`src/rtl/alu3_seq_if.sv`:
```
`default_nettype none
// +----------------------------------------------------------------------+
// | alu3_seq_if : operand/command and result bus of the three-operand ALU |
// | Revision    : 1.0                                                    |
// +----------------------------------------------------------------------+
interface alu3_seq_if;
  logic       start;
  logic [2:0] func;
  logic [7:0] a;
  logic [7:0] b;
  logic [7:0] c;
  logic       busy;
  logic       done;
  logic [7:0] result;
  logic       carry;
  logic       zero;

  modport master (
    output start, func, a, b, c,
    input  busy, done, result, carry, zero
  );

  modport slave (
    input  start, func, a, b, c,
    output busy, done, result, carry, zero
  );
endinterface
`default_nettype wire

```
`src/rtl/alu3_seq.sv`:
```
`default_nettype none
// +----------------------------------------------------------------------+
// | alu3_seq : two-stage sequential ALU, result = (a OP b) OP c          |
// | Revision : 1.0                                                       |
// +----------------------------------------------------------------------+
module alu3_seq (
  input  wire logic clk,
  input  wire logic rst,
  alu3_seq_if.slave bus
);

  localparam logic [2:0] FUNC_ADD = 3'b000;
  localparam logic [2:0] FUNC_SUB = 3'b001;
  localparam logic [2:0] FUNC_AND = 3'b010;
  localparam logic [2:0] FUNC_OR  = 3'b011;
  localparam logic [2:0] FUNC_XOR = 3'b100;
  localparam logic [2:0] FUNC_MAX = 3'b101;
  localparam logic [2:0] FUNC_MIN = 3'b110;

  typedef enum logic [1:0] {
    IDLE = 2'd0,
    S1   = 2'd1,
    S2   = 2'd2,
    DONE = 2'd3
  } state_t;

  state_t     state_q, state_d;
  logic [2:0] func_q;
  logic [7:0] a_q, b_q, c_q;
  logic [8:0] t_q, t_d;
  logic [8:0] fin_d;
  logic [7:0] result_q;
  logic       carry_q;
  logic       zero_q;

  // Bit 8 carries the adder carry-out / subtractor borrow; zero for all other ops.
  function automatic logic [8:0] alu_op(input logic [2:0] f,
                                        input logic [7:0] x,
                                        input logic [7:0] y);
    logic [8:0] r;
    r = {1'b0, x};
    case (f)
      FUNC_ADD: r = {1'b0, x} + {1'b0, y};
      FUNC_SUB: r = {1'b0, x} - {1'b0, y};
      FUNC_AND: r = {1'b0, x & y};
      FUNC_OR:  r = {1'b0, x | y};
      FUNC_XOR: r = {1'b0, x ^ y};
      FUNC_MAX: r = {1'b0, (x > y) ? x : y};
      FUNC_MIN: r = {1'b0, (x < y) ? x : y};
      default:  r = {1'b0, x};
    endcase
    return r;
  endfunction

  always_comb begin
    state_d = state_q;
    case (state_q)
      IDLE:    if (bus.start) state_d = S1;
      S1:      state_d = S2;
      S2:      state_d = DONE;
      DONE:    state_d = IDLE;
      default: state_d = IDLE;
    endcase
  end

  always_comb begin
    t_d   = alu_op(func_q, a_q, b_q);
    fin_d = alu_op(func_q, t_q[7:0], c_q);
  end

  always_ff @(posedge clk or posedge rst) begin
    if (rst) begin
      state_q <= IDLE;
    end else begin
      state_q <= state_d;
    end
  end

  always_ff @(posedge clk or posedge rst) begin
    if (rst) begin
      func_q   <= 3'd0;
      a_q      <= 8'd0;
      b_q      <= 8'd0;
      c_q      <= 8'd0;
      t_q      <= 9'd0;
      result_q <= 8'd0;
      carry_q  <= 1'b0;
      zero_q   <= 1'b0;
    end else begin
      if (state_q == IDLE && bus.start) begin
        func_q <= bus.func;
        a_q    <= bus.a;
        b_q    <= bus.b;
        c_q    <= bus.c;
      end
      if (state_q == S1) begin
        t_q <= t_d;
      end
      if (state_q == S2) begin
        result_q <= fin_d[7:0];
        carry_q  <= t_q[8] | fin_d[8];
        zero_q   <= (fin_d[7:0] == 8'h00);
      end
    end
  end

  assign bus.busy   = (state_q == S1) || (state_q == S2);
  assign bus.done   = (state_q == DONE);
  assign bus.result = result_q;
  assign bus.carry  = carry_q;
  assign bus.zero   = zero_q;

endmodule
`default_nettype wire

```
`src/flat_wrapper.sv`:
```
// flat-port wrapper written by rule: the top's interface ports become plain ports
module alu3_seq_flat 
  (clk, rst, bus_start, bus_func, bus_a, bus_b, bus_c, bus_busy, bus_done, bus_result, bus_carry, bus_zero);
  alu3_seq_if bus_i ();
  input  wire logic clk;
  input  wire logic rst;
  input wire logic [$bits(bus_i.start)-1:0] bus_start;
  input wire logic [$bits(bus_i.func)-1:0] bus_func;
  input wire logic [$bits(bus_i.a)-1:0] bus_a;
  input wire logic [$bits(bus_i.b)-1:0] bus_b;
  input wire logic [$bits(bus_i.c)-1:0] bus_c;
  output wire logic [$bits(bus_i.busy)-1:0] bus_busy;
  output wire logic [$bits(bus_i.done)-1:0] bus_done;
  output wire logic [$bits(bus_i.result)-1:0] bus_result;
  output wire logic [$bits(bus_i.carry)-1:0] bus_carry;
  output wire logic [$bits(bus_i.zero)-1:0] bus_zero;
  assign bus_i.start = bus_start;
  assign bus_i.func = bus_func;
  assign bus_i.a = bus_a;
  assign bus_i.b = bus_b;
  assign bus_i.c = bus_c;
  assign bus_busy = bus_i.busy;
  assign bus_done = bus_i.done;
  assign bus_result = bus_i.result;
  assign bus_carry = bus_i.carry;
  assign bus_zero = bus_i.zero;
  alu3_seq u_core (.clk(clk), .rst(rst), .bus(bus_i));
endmodule
```
`config.mk`:
```
export PLATFORM = sky130hd
export DESIGN_NAME = alu3_seq_flat
export DESIGN_NICKNAME = d
export VERILOG_FILES = /design/src/rtl/alu3_seq_if.sv /design/src/rtl/alu3_seq.sv /design/src/flat_wrapper.sv
export SDC_FILE = /design/constraint.sdc
export NUM_CORES = 1
export LEC_CHECK = 0
export ABC_AREA = 1
export CAP_MARGIN = 20
export CORE_ASPECT_RATIO = 1.4
export CORE_MARGIN = 1
export CORE_UTILIZATION = 54
export CTS_CLUSTER_DIAMETER = 60
export CTS_CLUSTER_SIZE = 14
export DETAILED_ROUTE_END_ITERATION = 8
export PLACE_DENSITY = 0.83
export SYNTH_ARGS = -nofsm -noshare
export SYNTH_HDL_FRONTEND = slang
export SYNTH_SLANG_ARGS = --single-unit
```
`constraint.sdc`:
```
create_clock -name clk -period 2.05 [get_ports clk]
set_input_delay 0.205 -clock clk [delete_from_list [all_inputs] [get_ports clk]]
set_output_delay 0.205 -clock clk [all_outputs]
set_load 0.03 [all_outputs]
```
==> results of run 1 <==
==> kinds of logic after synthesis <==
logic type / synth area share
xor+xnor: 0.00372
flops: 0.255
fa+ha+maj: 0.158
buf+inv: 0.0995
compound gates: 0.172
simple gates: 0.311
==> layer usage <==
| layer | overflow | global-route usage |
|---|---|---|
| met2 | 6 | 0.877 |
| met3 | 0 | 0.426 |
| met4 | 4 | 0.673 |
| met5 | 0 | 0.0706 |
| met1 | 0 | 0.656 |
==> cell usage after synthesis, drive strengths merged <==
cell | n | share of area
nand2 | 166 | 0.14
inv | 86 | 0.069
nor2 | 85 | 0.069
nand3 | 76 | 0.081
a21oi | 68 | 0.075
ha | 53 | 0.14
dfrtp | 48 | 0.26
o21ai | 33 | 0.036
clkbuf | 14 | 0.011
buf | 13 | 0.019
o211ai | 12 | 0.019
nor3 | 8 | 0.0085
a211oi | 7 | 0.011
nand4 | 6 | 0.0080
o22ai | 6 | 0.0080
a31oi | 4 | 0.0053
fa | 4 | 0.017
nand3b | 3 | 0.0048
or2 | 3 | 0.0040
a221oi | 2 | 0.0037
o21a | 2 | 0.0032
a2111oi | 1 | 0.0019
a21o | 1 | 0.0016
a22o | 1 | 0.0019
clkinv | 1 | 0.00080
nor4 | 1 | 0.0013
o2111ai | 1 | 0.0019
o221ai | 1 | 0.0019
o311ai | 1 | 0.0019
xnor2 | 1 | 0.0019
xor2 | 1 | 0.0019
==> through the flow <==
step                      hold WS, ns  setup TNS, ns  std cells   util  cell area (um^2)
after detailed placement        0.480          -3.02        970  0.759              6300
after global placement          0.467          -1.90        970  0.759              6300
after CTS                       0.444          -1.15        996  0.834              6920
after floorplan                 0.364         -0.312        709      -              4780
==> timing repair <==
item                                    CTS
gates cloned                              2
buffers inserted                         16
pin swaps                                39
resized for setup                        83
endpoints found under the setup margin   19
==> flow_summary.json, run 1 <==
{
  "ys_seq_elements": 48,
  "worstEpCategory": "register data pin",
  "error": "[ERROR GRT-0232] Routing congestion too high. Check the congestion heatmap in the GUI.",
  "root_buffer": "clkbuf_16",
  "syn_area_per_cell_um2": 6.64,
  "postCtsHoldBufs": 0,
  "gr-usage-all-layers": 0.660,
  "initial_core_util": 0.567,
  "num_rows": 39,
  "worst_endpoint": "u_core.t_q[7]$_DFFE_PP0N_/D",
  "place_ws_ns": -0.266,
  "clock_sinks": 48,
  "cts-buffers-inserted": 5,
  "clockBufferDepth": 2,
  "syn_area_um2": 4700,
  "io_pins": 42,
  "grt_start_max_net_pins": 49,
  "die_y_um": 112,
  "htree_levels": 2,
  "synth-seq-area-share": 0.255,
  "die_x_um": 80.9,
  "synth_nets": 796,
  "synthCells": 709,
  "port_buffers": 41,
  "haltStage": "5_1_grt",
  "outcome": "aborted with a tool error",
  "gp_congestion": 1.03,
  "gr-total-overflow": 10,
  "post-dp-hpwl_mm": 13.8,
  "synth_cell_types": 41,
  "yosys_warnings": 0
}
==> run 2: changes to the inputs <==
--- a/config.mk
+++ b/config.mk
@@ -7,13 +7,10 @@
 export LEC_CHECK = 0
 export ABC_AREA = 1
 export CAP_MARGIN = 20
-export CORE_ASPECT_RATIO = 1.4
 export CORE_MARGIN = 1
-export CORE_UTILIZATION = 54
-export CTS_CLUSTER_DIAMETER = 60
-export CTS_CLUSTER_SIZE = 14
+export CORE_UTILIZATION = 40
 export DETAILED_ROUTE_END_ITERATION = 8
-export PLACE_DENSITY = 0.83
+export PLACE_DENSITY_LB_ADDON = 0.15
 export SYNTH_ARGS = -nofsm -noshare
 export SYNTH_HDL_FRONTEND = slang
 export SYNTH_SLANG_ARGS = --single-unit
==> constraint.sdc (replaced) <==
create_clock -name clk -period 2.65 [get_ports clk]
set_input_delay 0.265 -clock clk [delete_from_list [all_inputs] [get_ports clk]]
set_output_delay 0.265 -clock clk [all_outputs]
set_load 0.03 [all_outputs]
==> flow_summary.json, run 2 <==
{
  "synthTopCellsByArea": "dfrtp_1 26%, ha_1 14%, nand2_1 13%, nand3_1 8.1%, a21oi_1 7.1%",
  "worstHoldPathType": "in2async",
  "die_y_um": 110,
  "io_pins": 42,
  "met2_length_mm": 6.67,
  "slew_headroom": 0.622,
  "root_buffer": "clkbuf_16",
  "gr-usage-all-layers": 0.268,
  "gr-total-overflow": 0,
  "maxCapViolCount": 0,
  "clock_sinks": 48,
  "final_max_slew_viol_count": 0,
  "critPathLaunchType": "register",
  "ys_seq_elements": 48,
  "max_freq_mhz": 402,
  "synth.top_cell.area_share": 0.255,
  "synthArstFlopShare": 1.00,
  "detail-route-antenna-nets": 0,
  "coreArea_um2": 11400,
  "worst_skew_pair.late_latency_ns": 0.31,
  "crit_slowest_cell": "dfrtp_2",
  "yosysTopAreaCell": "dfrtp_1",
  "largest_register_ffs": 9,
  "dieArea_um2": 12200,
  "initial_core_util": 0.412,
  "synth_edf_count": 0,
  "grt_setup_unrepaired": "no",
  "num_rows": 39,
  "cp_max_fo": 8,
  "wl_met3_mm": 1.46,
  "final_hold_viol_count": 0,
  "drt_iter0_markers": 409,
  "critPathKind": "reg2reg",
  "regMostFlops": "u_core.t_q",
  "routed_wl_mm": 15.9,
  "crit_path_frequent_cell": "nand2_1",
  "period_share": 0.939,
  "grt_start_max_net_pins": 55,
  "antenna_found_initial": 0,
  "layout_common_cells": "161 x nand2_1, 82 x nor2_1, 77 x inv_1, 76 x nand3_1, 67 x a21oi_1",
  "port_buffers": 41,
  "syn_area_per_cell_um2": 6.64,
  "syn_to_final_growth_pct": 21.8,
  "htree_levels": 2,
  "cp-end-kind": "register",
  "drc": 0,
  "postCtsHoldBufs": 0,
  "worst_pin_slew_ns": 0.566,
  "gp_congestion": 0.995,
  "top_layer": "met4",
  "fin_skew_ns": 0.0128,
  "cts_tree": "done",
  "yosys_warnings": 0,
  "synth_cell_types": 41,
  "setup_violations": 0,
  "design.final.nets": 866,
  "grt_pass1_wl_mm": 25.7,
  "post-dp-hpwl_mm": 12.3,
  "grt_pass1_vias": 4826,
  "synth_nets": 796,
  "synth-seq-area-share": 0.255,
  "wirelength_met1_mm": 7.52,
  "clockBufferDepth": 2,
  "final_common_cell": "nand2_1",
  "vias": 5013,
  "ys.flop_type": "dfrtp_1",
  "vias_per_cell": 5.43,
  "synth_most_common_cell": "nand2_1",
  "min_period_ns": 2.49,
  "syn_area_um2": 4700,
  "outcome": "finished, final reports clean",
  "critPathMaxStageDelay_ns": 0.45,
  "path_clk_slew_ns": 0.08,
  "wl_per_cell_um": 17.2,
  "antenna_cells": 0,
  "tns_ns": 0,
  "crit_chain": "inv_1 -> ha_2 -> clkinvlp_4 -> nand2_1 -> inv_1 -> nand2_1 -> buf_4 -> nand3_1 -> nand3_1 -> nand2_1 -> inv_1 -> nand4_1 -> nor2_1 -> nand3_1 -> nand2_1",
  "drive_gt1_frac": 0.112,
  "die_x_um": 110,
  "cts-buffers-inserted": 5,
  "dr.pass1.iters": 5,
  "worstPathRequired_ns": 2.91,
  "worstPathArrival_ns": 2.75,
  "synthCells": 709,
  "synthTopCellsByCount": "163 x nand2_1, 83 x inv_1, 83 x nor2_1, 76 x nand3_1, 67 x a21oi_1"
}
run 2: layer usage:
layer,track usage,vias up
met3,0.0714,21
met5,0,-
met2,0.390,198
met4,0.0800,0
li1,-,2475
met1,0.385,2319
run 2: stage by stage:
stage / cells / utilization / hold slack (ns) / setup WS [ns] / cell area [um^2]
after floorplan: 709 / - / 0.424 / 0.435 / 4700
after global placement: 906 / 0.478 / 0.467 / 0.000888 / 5460
after detailed placement: 906 / 0.478 / 0.472 / 0.0166 / 5460
after CTS: 914 / 0.493 / 0.251 / 0.0110 / 5630
after global routing: 923 / 0.502 / 0.275 / 0.000751 / 5730
final: 923 / 0.502 / 0.244 / 0.160 / 5730
run 2: cell families (layout without fill, tap and decap cells):
group | after synthesis | in the layout | synth area share
XOR/XNOR | 2 | 2 | 0.00372
adder cells (fa/ha/maj) | 57 | 57 | 0.158
AND/OR/NAND/NOR | 348 | 348 | 0.311
AO/OA/AOI/OAI | 140 | 140 | 0.172
buffers and inverters | 114 | 185 | 0.0995
flip-flops | 48 | 48 | 0.255
run 2: timing repair:
| action | CTS | global route |
|---|---|---|
| gates resized for setup | 0 | 16 |
| setup endpoints to repair | 0 | 17 |
| setup buffers | 0 | 9 |
run 2: final timing paths:
kind,from,endpoint,slack (ns),cells past startpoint
max,u_core.t_q[7]$_DFFE_PP0N_,u_core.bus.zero$_DFFE_PP0P_,0.16,15
min,rst,u_core.b_q[4]$_DFFE_PP0P_,0.24,2
max reg2reg,u_core.t_q[7]$_DFFE_PP0N_,u_core.bus.zero$_DFFE_PP0P_,0.16,15
min reg2reg,u_core.bus.result[2]$_DFFE_PP0P_,u_core.bus.result[2]$_DFFE_PP0P_,0.49,1
max in group asynchronous,rst,u_core.c_q[3]$_DFFE_PP0P_,1.81,3
min in group clk,u_core.bus.result[2]$_DFFE_PP0P_,u_core.bus.result[2]$_DFFE_PP0P_,0.49,1
run 2: layout make-up:
class / instances / area (um^2)
clock buffer: 6 / 139
clock inverter: 2 / 38.8
fill: 1180 / 5690
inverter: 87 / 330
multi-input combinational: 547 / 3060
sequential: 48 / 1210
tap: 143 / 179
timing repair buffer: 90 / 778
run 2: worst max-delay path: cells and delay by family (launching register included):
family | cells | cell delay, ns
flops | 1 | 0.45
buf+inv | 5 | 0.59
simple gates | 9 | 1.01
fa+ha+maj | 1 | 0.39
Power of run 2 is not shown: default switching activity piles up to over one toggle a cycle in this logic, so the estimate is an artifact.
